===== src/rtl/sprite_rom_arbiter.sv =====
// sprite_rom_arbiter
//   Shares one synchronous single-port sprite ROM between several pixel-pipeline
//   requesters (background, tank sprites, bullets) on the VGA clock domain.
//   One request is granted per cycle by round-robin. Each read carries a
//   one-hot tag down a ROM_LAT-deep pipeline so that the returned ROM word is
//   steered back to the requester that issued it.
//
// Ports
//   vga_clk_i      pixel clock, all state on the rising edge
//   reset_n_i      synchronous active-low reset
//   req_i          per-requester read request, held until granted
//   req_addr_i     packed request addresses, requester i at [i*ADDR_W +: ADDR_W]
//   gnt_o          one-hot grant, combinational from req_i and the rr pointer
//   rom_address_o  address of the granted requester, 0 when nothing is granted
//   rom_q_i        ROM read data, valid ROM_LAT cycles after the address edge
//   rd_data_o      registered returned ROM word
//   rd_valid_o     registered one-hot owner of rd_data_o
//   busy_o         high while any read is still in flight
module sprite_rom_arbiter #(
  parameter int N_REQ   = 4,
  parameter int ADDR_W  = 10,
  parameter int DATA_W  = 8,
  parameter int ROM_LAT = 1
) (
  input  logic                      vga_clk_i,
  input  logic                      reset_n_i,
  input  logic [N_REQ-1:0]          req_i,
  input  logic [N_REQ*ADDR_W-1:0]   req_addr_i,
  output logic [N_REQ-1:0]          gnt_o,
  output logic [ADDR_W-1:0]         rom_address_o,
  input  logic [DATA_W-1:0]         rom_q_i,
  output logic [DATA_W-1:0]         rd_data_o,
  output logic [N_REQ-1:0]          rd_valid_o,
  output logic                      busy_o
);

  localparam int PTR_W = $clog2(N_REQ);
  localparam int TAG_W = N_REQ + 1;  // {valid, one-hot owner}

  logic [PTR_W-1:0]              rr_ptr_q;
  logic [PTR_W-1:0]              rr_ptr_d;
  logic [N_REQ-1:0]              gnt_s;
  logic [PTR_W-1:0]              gnt_idx_s;
  logic                          gnt_any_s;
  logic                          found_s;
  logic [PTR_W:0]                sum_s;
  logic [PTR_W-1:0]              idx_s;
  logic [ADDR_W-1:0]             rom_addr_s;
  logic [ROM_LAT-1:0][TAG_W-1:0] tag_q;
  logic [ROM_LAT-1:0][TAG_W-1:0] tag_d;
  logic [N_REQ-1:0]              rd_valid_q;
  logic [N_REQ-1:0]              rd_valid_d;
  logic [DATA_W-1:0]             rd_data_q;
  logic                          pipe_busy_s;

  // Round-robin search from rr_ptr upward with wrap; grants are suppressed in reset.
  always_comb begin
    gnt_s     = '0;
    gnt_idx_s = '0;
    found_s   = 1'b0;
    sum_s     = '0;
    idx_s     = '0;
    for (int k = 0; k < N_REQ; k++) begin
      // The sum is one bit wider so the wrap works for non power-of-two N_REQ.
      sum_s = {1'b0, rr_ptr_q} + (PTR_W+1)'(k);
      if (sum_s >= (PTR_W+1)'(N_REQ)) begin
        sum_s = sum_s - (PTR_W+1)'(N_REQ);
      end else begin
        sum_s = sum_s;
      end
      idx_s = sum_s[PTR_W-1:0];
      if (reset_n_i && !found_s && req_i[idx_s]) begin
        gnt_s[idx_s] = 1'b1;
        gnt_idx_s    = idx_s;
        found_s      = 1'b1;
      end else begin
        found_s = found_s;
      end
    end
    gnt_any_s = found_s;
  end

  // Pointer moves just past the granted requester; holds when idle.
  always_comb begin
    rr_ptr_d = rr_ptr_q;
    if (gnt_any_s) begin
      rr_ptr_d = (gnt_idx_s == PTR_W'(N_REQ - 1)) ? '0 : gnt_idx_s + PTR_W'(1);
    end else begin
      rr_ptr_d = rr_ptr_q;
    end
  end

  // One-hot AND-OR address mux; yields 0 when nothing is granted.
  always_comb begin
    rom_addr_s = '0;
    for (int i = 0; i < N_REQ; i++) begin
      rom_addr_s = rom_addr_s | (req_addr_i[i*ADDR_W +: ADDR_W] & {ADDR_W{gnt_s[i]}});
    end
  end

  // Tag pipeline shift, returning-owner decode and in-flight detection.
  always_comb begin
    tag_d       = '0;
    pipe_busy_s = 1'b0;
    tag_d[0]    = {gnt_any_s, gnt_s};
    for (int s = 1; s < ROM_LAT; s++) begin
      tag_d[s] = tag_q[s-1];
    end
    for (int s = 0; s < ROM_LAT; s++) begin
      pipe_busy_s = pipe_busy_s | tag_q[s][N_REQ];
    end
    // The last stage lines up with rom_q_i.
    if (tag_q[ROM_LAT-1][N_REQ]) begin
      rd_valid_d = tag_q[ROM_LAT-1][N_REQ-1:0];
    end else begin
      rd_valid_d = '0;
    end
  end

  // State registers; reset also drops any reads still in the pipe.
  always_ff @(posedge vga_clk_i) begin
    if (!reset_n_i) begin
      rr_ptr_q   <= '0;
      tag_q      <= '0;
      rd_valid_q <= '0;
      rd_data_q  <= '0;
    end else begin
      rr_ptr_q   <= rr_ptr_d;
      tag_q      <= tag_d;
      rd_valid_q <= rd_valid_d;
      rd_data_q  <= rom_q_i;
    end
  end

  assign gnt_o         = gnt_s;
  assign rom_address_o = rom_addr_s;
  assign rd_data_o     = rd_data_q;
  assign rd_valid_o    = rd_valid_q;
  assign busy_o        = pipe_busy_s | (|rd_valid_q);

endmodule


===== config.mk =====
export PLATFORM = sky130hd
export DESIGN_NAME = sprite_rom_arbiter
export DESIGN_NICKNAME = d
export VERILOG_FILES = /design/src/rtl/sprite_rom_arbiter.sv
export SDC_FILE = /design/constraint.sdc
export NUM_CORES = 1
export LEC_CHECK = 0
export ABC_AREA = 1
export BUFFER_PORTS_ARGS = -buffer_cell sky130_fd_sc_hd__buf_4
export CAP_MARGIN = 20
export CORE_MARGIN = 8
export CORE_UTILIZATION = 40
export CTS_CLUSTER_DIAMETER = 120
export DETAILED_ROUTE_END_ITERATION = 8
export GPL_TIMING_DRIVEN = 0
export PLACE_DENSITY_LB_ADDON = 0.12
export SYNTH_ARGS = -nofsm -noshare
export SYNTH_HDL_FRONTEND = slang
export SYNTH_SLANG_ARGS = --single-unit

===== constraint.sdc =====
create_clock -name vga_clk_i -period 2.9 [get_ports vga_clk_i]
set_input_delay 0.58 -clock vga_clk_i [delete_from_list [all_inputs] [get_ports vga_clk_i]]
set_output_delay 0.58 -clock vga_clk_i [all_outputs]
set_load 0.03 [all_outputs]

==> results of run 1 <==
synth_stat cells:
cell type  count
a21oi_1        2
a21oi_2        1
a41oi_1        1
buf_2          1
buf_4          1
buf_6          4
clkbuf_1       1
dfxtp_1       19
ha_1           7
inv_1         42
inv_6          1
nand2_1       98
nand2_2       15
nand2_4        4
nand3_1        6
nand3_2        4
nand3b_1       1
nand3b_2       1
nand4_1        2
nand4_4        1
nor2_1        14
nor2_2         1
nor2_4         2
nor3_1         2
o21ai_0        2
o21ai_1        2
o21ai_2        1
cell usage in the layout (no fill, tap or decap):
master and count:
clkbuf_1 2, buf_2 1, dfxtp_4 2, inv_4 1, nor2_4 2, nand3_2 3, buf_4 79, nor3_1 2
bufbuf_16 1, a41oi_1 1, nand3_4 1, ha_1 6, inv_2 1, nor2_1 13, nor2_2 2, nand4_4 1
clkinvlp_4 1, a21oi_4 1, nand3b_1 1, inv_1 39, buf_6 14, nand2_1 93, nand2_4 4, dfxtp_1 17
buf_8 1, nand3_1 6, inv_6 1, o21ai_0 2, nand2_2 20, ha_4 1, a21oi_1 2, nand4_1 2
clkbuf_8 3, nand3b_4 1, o21ai_1 2, o21ai_2 1
registers in the layout, indices dropped and copies added, names as in the netlist:
name,flops
rd_data_o,8
rr_ptr_q,2
tag_q,5
rd_valid_o,4
layout make-up:
cell class | instances | area share, %
tap | 48 | 2.51
inverter | 43 | 7.23
sequential | 19 | 16.2
buffer | 6 | 2.41
timing repair buffer | 91 | 31.4
multi-input combinational | 167 | 38.3
clock buffer | 4 | 1.89
worst reg2reg max path, delay by kind of cell, from the launching register on:
family / cells / cell delay [ns]
AND/OR/NAND/NOR: 9 / 0.80
flip-flops: 1 / 0.37
buffers and inverters: 3 / 0.33
adder cells (fa/ha/maj): 1 / 0.31
what timing repair did:
action	in CTS	in global routing
gates cloned	2	1
setup buffers	6	3
resized for setup	21	12
endpoints found under the setup margin	14	10
pin swaps	3	2
routing by layer:
| metal | wire [um] | GRT usage (%) | up-vias |
|---|---|---|---|
| met3 | 217 | 2.68 | 5 |
| met5 | 0 | 0 | - |
| met2 | 2090 | 24.3 | 46 |
| met1 | 1870 | 15.4 | 706 |
| li1 | - | - | 882 |
| met4 | 46 | 3.65 | 0 |
cells by family after synthesis:
logic type | synth area share [%]
AO/OA/AOI/OAI | 3.82
adder cells (fa/ha/maj) | 5.95
buffers and inverters | 15.5
flip-flops | 25.8
AND/OR/NAND/NOR | 48.9
stage by stage:
step	power (mW)	utilization (%)	setup TNS, ns	hold WS, ns
after floorplan	1.44	-	0	0.394
after global placement	1.89	59.0	-1.25	0.396
after detailed placement	1.89	59.0	-1.37	0.401
after CTS	2.29	64.3	-0.0163	0.412
after global routing	2.55	66.2	-1.12	0.440
final	2.37	66.2	0	0.413
report_power, final:
part | total (mW) | switching (mW) | internal, mW
clock network | 0.174 | 0.0765 | 0.0974
registers | 0.355 | 0.0311 | 0.324
logic | 1.84 | 1.07 | 0.771
total | 2.37 | 1.17 | 1.19
path summary, 6_finish.rpt:
kind          startpoint                to  slack, ns
min reg2reg     tag_q[0]     rd_valid_o[0]       0.41
max          rr_ptr_q[1]  rom_address_o[3]     0.0003
min             tag_q[0]     rd_valid_o[0]       0.41
max reg2reg  rr_ptr_q[1]       rr_ptr_q[1]       0.99
==> qor.yml, run 1 <==
hold_buffers: 0
seq_area_um2: 388
path_cells: "clkinvlp_4 -> ha_4 -> nand3_2 -> nand2_4 -> nand4_1 -> inv_2 -> nand2_2 -> nand3b_4 -> bufbuf_16 -> nand2_2 -> nand2_1 -> inv_1 -> nand2_1 -> buf_6"
slew_headroom_pct: 72.1
rows: 22
pre_cts_slack_ns: -0.167
start_kind: "register"
path_buf_inv: 5
dp.cells: 363
placed_area_um2: 2130
stdcell_area_um2: 2390
vias: 1639
overflow: 0
final-hold-violation-count: 0
route.final.wire_length_mm: 4.22
crit_slowest_cell: "dfxtp_4"
status: "finished, final reports clean"
fmax_ghz: 0.345
crit_type: "register to primary output"
initial_core_util_pct: 40.8
hp-class: "register to register"
grt_setup_unrepaired: "yes"
fin_skew_ns: 0.00128
track_usage_pct: 13.4
syn-cell-area_um2: 1470
tightest_slew_ns: 0.418
antenna_found_initial: 0
cts_tree: "done"
drive_above_1_share_pct: 43.0
first_pass_iters: 4
cts_root_buf: "clkbuf_8"
syn_area_per_cell_um2: 6.24
yosys_warnings: 0
path_clk_slew_ns: 0.06
ys_types: 27
cts_max_level: 1
post_drt_wl_per_cell_um: 11.2
p_per_area_nw_per_um2: 990
slew_viol_final: 0
diodes: 0
clock_path_buffers: 2
ir_drop_mv: 0.548
timing.final.ws_setup_ns: 0.000289
drtAntennaViolNets: 0
drc: 0
io_buffers: 79
min_period_ns: 2.90
cts_buffers: 3
cp_top_family: "simple AND/OR/NAND/NOR gates"
ys_seq_area_share_pct: 25.8
dp_hpwl_mm: 3.22
yosysTopAreaCell: "dfxtp_1"
fp.dieW_um: 76.7
coreArea_um2: 3610
end_kind: "primary output"
area_growth_pct: 62.2
grt_pass1_vias: 1540
synthCells: 236
routabilityCongestion: 0.761
min_period_over_period_pct: 100
yosys-top-cells-area: "dfxtp_1, nand2_1, inv_1"
cp.arrival_ns: 2.32
max_cap_violations: 0
clkLatencyLatePin_ns: 0.25
critPathMaxFanout: 6
final-setup-viol-count: 0
synth.top_cell.area_share_pct: 25.8
die_height_um: 76.7
cts.sinks: 19
stdcell_count: 378
io-pin-count: 81
syn_nets: 297
fillers: 336
die-area_um2: 5880
grt_start_max_net_pins: 12
nets: 392
viasPerCell: 4.34
first_iter_violations: 82
grt_pass1_wl_mm: 6.85
slowest_delay_ns: 0.37
worst_r2r_path_depth: 13
p_leak_nw: 1.36
ys_ff_latch: 19
holdPathStages: 2
cp_num_cells: 14
cp.required_ns: 2.32
multi_input_area_um2: 916
Power figures use the tool's default switching activity.
==> inputs of run 2 (changes only) <==
--- a/config.mk
+++ b/config.mk
@@ -9,7 +9,7 @@
 export BUFFER_PORTS_ARGS = -buffer_cell sky130_fd_sc_hd__buf_4
 export CAP_MARGIN = 20
 export CORE_MARGIN = 8
-export CORE_UTILIZATION = 40
+export CORE_UTILIZATION = 45
 export CTS_CLUSTER_DIAMETER = 120
 export DETAILED_ROUTE_END_ITERATION = 8
 export GPL_TIMING_DRIVEN = 0
==> qor.yml, run 2 (synthesis gave the netlist of run 1 again) <==
status: "finished, violations left"
failed_checks: "negative setup slack"
die_height_um: 73.2
hp-class: "register to register"
cts.sinks: 19
clock_path_buffers: 2
finalPower_mw: 2.63
fin_util_pct: 82.8
grt_start_max_net_pins: 12
p_switching_mw: 1.34
hold_buffers: 0
overflow: 0
cts_max_level: 1
track_usage_pct: 17.4
viasPerCell: 4.76
reg2reg_slack_ns: 0.04
dp_hpwl_mm: 3.40
io_buffers: 79
initial_core_util_pct: 47.8
r2r_start: "rr_ptr_q[1]"
drc: 0
die-area_um2: 5360
final_cell_mix: "buf_4, nand2_1, inv_1"
min_period_ns: 3.02
path_cells: "clkinvlp_4 -> ha_4 -> inv_4 -> nand3_4 -> nand2_4 -> nand4_1 -> buf_4 -> inv_4 -> nand2_4 -> nand3b_4 -> buf_8 -> nand2_2 -> nand2_1 -> inv_1 -> nand2_1 -> buf_6"
slowest_delay_ns: 0.39
slew_viol_final: 0
critPathMaxFanout: 5
slew_headroom_pct: 72.5
end_kind: "primary output"
rr_endpoint: "tag_q[2]"
coreArea_um2: 3080
grt_pass1_wl_mm: 7.52
cp.arrival_ns: 2.44
grt_setup_unrepaired: "yes"
start_kind: "register"
largest_reg_flops: 8
clock_power_share_pct: 4.9
final_common_cell: "buf_4"
p_leak_nw: 1.45
switching_share_pct: 50.8
crit_type: "register to primary output"
p_per_area_nw_per_um2: 1030
antenna_found_initial: 0
clkLatencyLatePin_ns: 0.30
final-hold-violation-count: 0
path_clk_slew_ns: 0.10
max_cap_violations: 0
routabilityCongestion: 0.773
cts_root_buf: "clkbuf_4"
route.final.wire_length_mm: 5.35
tightest_slew_ns: 0.413
area_growth_pct: 73.2
nets: 408
diodes: 0
cp.required_ns: 2.32
cts_buffers: 3
drive_above_1_share_pct: 49.7
min_from: "tag_q[1]"
timing.final.ws_setup_ns: -0.123
worst_r2r_path_depth: 20
first_pass_iters: 4
crit_slowest_cell: "dfxtp_4"
grt_pass1_vias: 1717
intPower_mw: 1.30
final-setup-viol-count: 10
p_comb_share_pct: 81.4
hold_end: "rd_valid_o[1]"
cts_tree: "done"
first_iter_violations: 63
vias: 1855
post_drt_wl_per_cell_um: 13.7
fp.dieW_um: 73.2
io-pin-count: 81
pwr-share-seq_pct: 13.7
fin_skew_ns: 0.00555
pre_cts_slack_ns: -0.182
fmax_ghz: 0.331
holdPathStages: 2
ir_drop_mv: 0.594
rows: 20
drtAntennaViolNets: 0
min_period_over_period_pct: 104
run 2: cell count changes in the layout (fill, tap and decap cells not counted), sizes merged:
cell / previous run / this run
bufbuf: 1 / 0
clkbuf: 5 / 4
buf: 95 / 112
clkinv: 0 / 1
run 2: area by class of cell:
cell class | instances | area, um2
multi-input cells | 167 | 976
repair buffers | 107 | 868
inverters | 43 | 178
clock inverters | 1 | 5.00
clock buffers | 3 | 22.5
well taps | 44 | 55.1
plain buffers | 6 | 57.6
flip-flops and latches | 19 | 388
fillers | 208 | 528
run 2: per-layer routing:
layer / part of all wire, % / routed length [um] / track usage (%)
met1: 36 / 1940 / 18.7
met5: 0 / 0 / 0
met3: 7.8 / 420 / 3.16
met2: 52 / 2800 / 32.3
met4: 3.5 / 189 / 6.67
run 2: how the worst max path moves through the flow:
stage	start	slack, ns	end
global placement	rr_ptr_q[1]	-0.13	rom_address_o[4]
finish	rr_ptr_q[1]	-0.12	rom_address_o[3]
CTS	rr_ptr_q[1]	-0.07	rom_address_o[7]
global route	rr_ptr_q[1]	-0.24	rom_address_o[0]
detailed placement	rr_ptr_q[1]	-0.18	rom_address_o[7]
floorplan	rr_ptr_q[1]	0.12	rom_address_o[0]
run 2: per-stage QoR:
| step | cells | cell area, um2 | TNS (ns) | hold slack [ns] |
|---|---|---|---|---|
| final | 390 | 2550 | -1.05 | 0.418 |
| after floorplan | 236 | 1470 | 0 | 0.394 |
| after CTS | 386 | 2440 | -0.508 | 0.415 |
| after detailed placement | 359 | 2120 | -1.47 | 0.402 |
| after global routing | 390 | 2550 | -2.33 | 0.430 |
| after global placement | 359 | 2120 | -1.13 | 0.399 |
run 2: worst max-delay path: cells and delay by family, from the launching register on:
family / cells / cell delay [ns]
buf+inv: 7 / 0.77
flops: 1 / 0.39
simple gates: 8 / 0.70
fa+ha+maj: 1 / 0.28
run 2: power groups by stage:
stage / combinational, mW / sequential (mW) / clock [mW]
final: 2.15 / 0.360 / 0.129
after global routing: 2.30 / 0.363 / 0.142
after CTS: 1.96 / 0.356 / 0.127
after detailed placement: 1.54 / 0.365 / 0
after global placement: 1.52 / 0.364 / 0
after floorplan: 1.06 / 0.381 / 0
run 2: repair_timing:
action	4_1_cts	5_1_grt
pin swaps	15	13
cloned	2	1
endpoints found under the setup margin	14	13
resized for setup	30	26
buffers inserted	22	4
==> inputs of run 3 (changes only) <==
--- a/config.mk
+++ b/config.mk
@@ -7,12 +7,13 @@
 export LEC_CHECK = 0
 export ABC_AREA = 1
 export BUFFER_PORTS_ARGS = -buffer_cell sky130_fd_sc_hd__buf_4
-export CAP_MARGIN = 20
+export CAP_MARGIN = 10
 export CORE_MARGIN = 8
-export CORE_UTILIZATION = 45
+export CORE_UTILIZATION = 40
 export CTS_CLUSTER_DIAMETER = 120
 export DETAILED_ROUTE_END_ITERATION = 8
 export GPL_TIMING_DRIVEN = 0
+export MAX_ROUTING_LAYER = met4
 export PLACE_DENSITY_LB_ADDON = 0.12
 export SYNTH_ARGS = -nofsm -noshare
 export SYNTH_HDL_FRONTEND = slang
==> constraint.sdc (replaced) <==
create_clock -name vga_clk_i -period 2.6 [get_ports vga_clk_i]
set_input_delay 0.52 -clock vga_clk_i [delete_from_list [all_inputs] [get_ports vga_clk_i]]
set_output_delay 0.52 -clock vga_clk_i [all_outputs]
set_load 0.03 [all_outputs]
==> qor.yml, run 3 (synthesis gave the netlist of run 1 again) <==
path_clk_slew_ns: 0.06
slew_headroom_pct: 73.0
antenna_found_initial: 0
final_common_cell: "buf_4"
first_pass_iters: 4
fp.dieW_um: 76.7
fin_skew_ns: 0.00219
stdcell_area_um2: 2570
use_met1_pct: 15.5
p_leak_nw: 1.40
final_cell_mix: "buf_4, nand2_1, nand2_2"
io-pin-count: 81
area_growth_pct: 74.7
cp.arrival_ns: 2.26
hold_end: "rd_valid_o[1]"
max_cap_violations: 0
clock_path_buffers: 2
grt.busiest_layer: "met2"
placed_area_um2: 2200
cts.sinks: 19
cp.required_ns: 2.08
status: "finished, violations left"
initial_core_util_pct: 40.8
ir_drop_mv: 0.581
min_from: "tag_q[1]"
drive_above_1_share_pct: 58.9
failed_checks: "negative setup slack"
coreArea_um2: 3610
grtUsageMet3_pct: 3.61
slew_viol_final: 0
die-area_um2: 5880
met2_usage_pct: 26.0
largest_reg_flops: 8
nets: 395
rows: 22
cts_buffers: 3
holdPathStages: 2
route.final.wire_length_mm: 4.46
cts_root_buf: "clkbuf_8"
dp_hpwl_mm: 3.28
hold_ws_ns: 0.408
grt_pass1_wl_mm: 7.26
post_drt_wl_per_cell_um: 11.7
reg2reg_slack_ns: 0.68
min_period_ns: 2.78
fin_util_pct: 71.3
cts_tree: "done"
final-hold-violation-count: 0
first_iter_violations: 46
io_buffers: 79
cts_max_level: 1
final-setup-viol-count: 13
grt_start_max_net_pins: 12
routabilityCongestion: 0.797
diodes: 0
pre_cts_slack_ns: -0.318
hold_buffers: 0
end_kind: "primary output"
overflow: 0
start_kind: "register"
viasPerCell: 4.36
clkLatencyLatePin_ns: 0.24
tightest_slew_ns: 0.405
track_usage_pct: 14.8
hp-class: "register to register"
critPathMaxFanout: 10
timing.final.ws_setup_ns: -0.178
worst_r2r_path_depth: 12
drc: 0
rr_endpoint: "rr_ptr_q[1]"
crit_type: "register to primary output"
die_height_um: 76.7
min_period_over_period_pct: 107
grt_setup_unrepaired: "yes"
drtAntennaViolNets: 0
p_per_area_nw_per_um2: 1150
r2r_start: "rr_ptr_q[1]"
fmax_ghz: 0.360
grt_pass1_vias: 1696
vias: 1661
==> run 3: cell count changes in the layout (fill, tap and decap cells not counted), moves of 7 or more <==
| cell | before | now |
|---|---|---|
| nand2_4 | 7 | 14 |
| buf_6 | 15 | 22 |
| inv_1 | 38 | 21 |
| buf_4 | 94 | 74 |
| nand2_2 | 26 | 42 |
| nand2_1 | 84 | 61 |
| inv_2 | 1 | 19 |
==> run 3: area by class of cell <==
cell class	instances	area, um2
repair buffers	94	795
inverters	43	173
fillers	325	1030
clock inverters	1	5.00
well taps	48	60.1
plain buffers	6	57.6
flip-flops and latches	19	388
clock buffers	3	41.3
multi-input cells	167	1050
==> run 3: timing repair <==
item                                    4_1_cts  5_1_grt
setup buffers                                10        3
gates resized for setup                      61       21
endpoints found under the setup margin       14       14
cloned                                        2        1
pin swaps                                    34       14
==> run 3: worst max-delay path by stage <==
stage                startpoint                to  slack, ns  depth (start not counted)
floorplan           rr_ptr_q[0]  rom_address_o[0]      0.006                         15
global placement    rr_ptr_q[0]  rom_address_o[1]      -0.31                         16
detailed placement  rr_ptr_q[0]  rom_address_o[1]      -0.32                         16
CTS                 rr_ptr_q[1]  rom_address_o[1]      -0.18                         15
global route        rr_ptr_q[1]  rom_address_o[7]      -0.30                         15
finish              rr_ptr_q[1]  rom_address_o[1]      -0.18                         14
==> run 3: critical path, stage by stage, from the launching register on <==
cell and delay, ns:
dfxtp_4 0.37, clkinvlp_4 0.10, ha_4 0.31, nand3_4 0.07
nand2_4 0.11, nand4_1 0.23, inv_2 0.17, a21oi_4 0.07
nand2_2 0.07, buf_6 0.15, nand2_1 0.07, nand2_2 0.07
inv_2 0.04, nand2_4 0.05, buf_6 0.12
==> run 3: per-stage QoR <==
stage / total power, mW / std cells / TNS [ns]
after floorplan: 1.75 / 236 / 0
after global placement: 2.23 / 363 / -3.20
after detailed placement: 2.25 / 363 / -3.34
after CTS: 2.83 / 378 / -1.86
after global routing: 3.18 / 381 / -3.41
final: 2.96 / 381 / -1.81
==> run 3: metal layers <==
metal  share of wire, %  vias up
met3                5.3       10
met5                  0        -
met2                 51       51
li1                   -      890
met1                 41      710
met4                2.6        0
==> run 3: where the power goes <==
group	leakage, nW	switching (mW)	internal [mW]
Clock	0.0255	0.0838	0.106
Sequential	0.158	0.0337	0.361
Combinational	1.22	1.36	1.02
Total	1.40	1.47	1.49
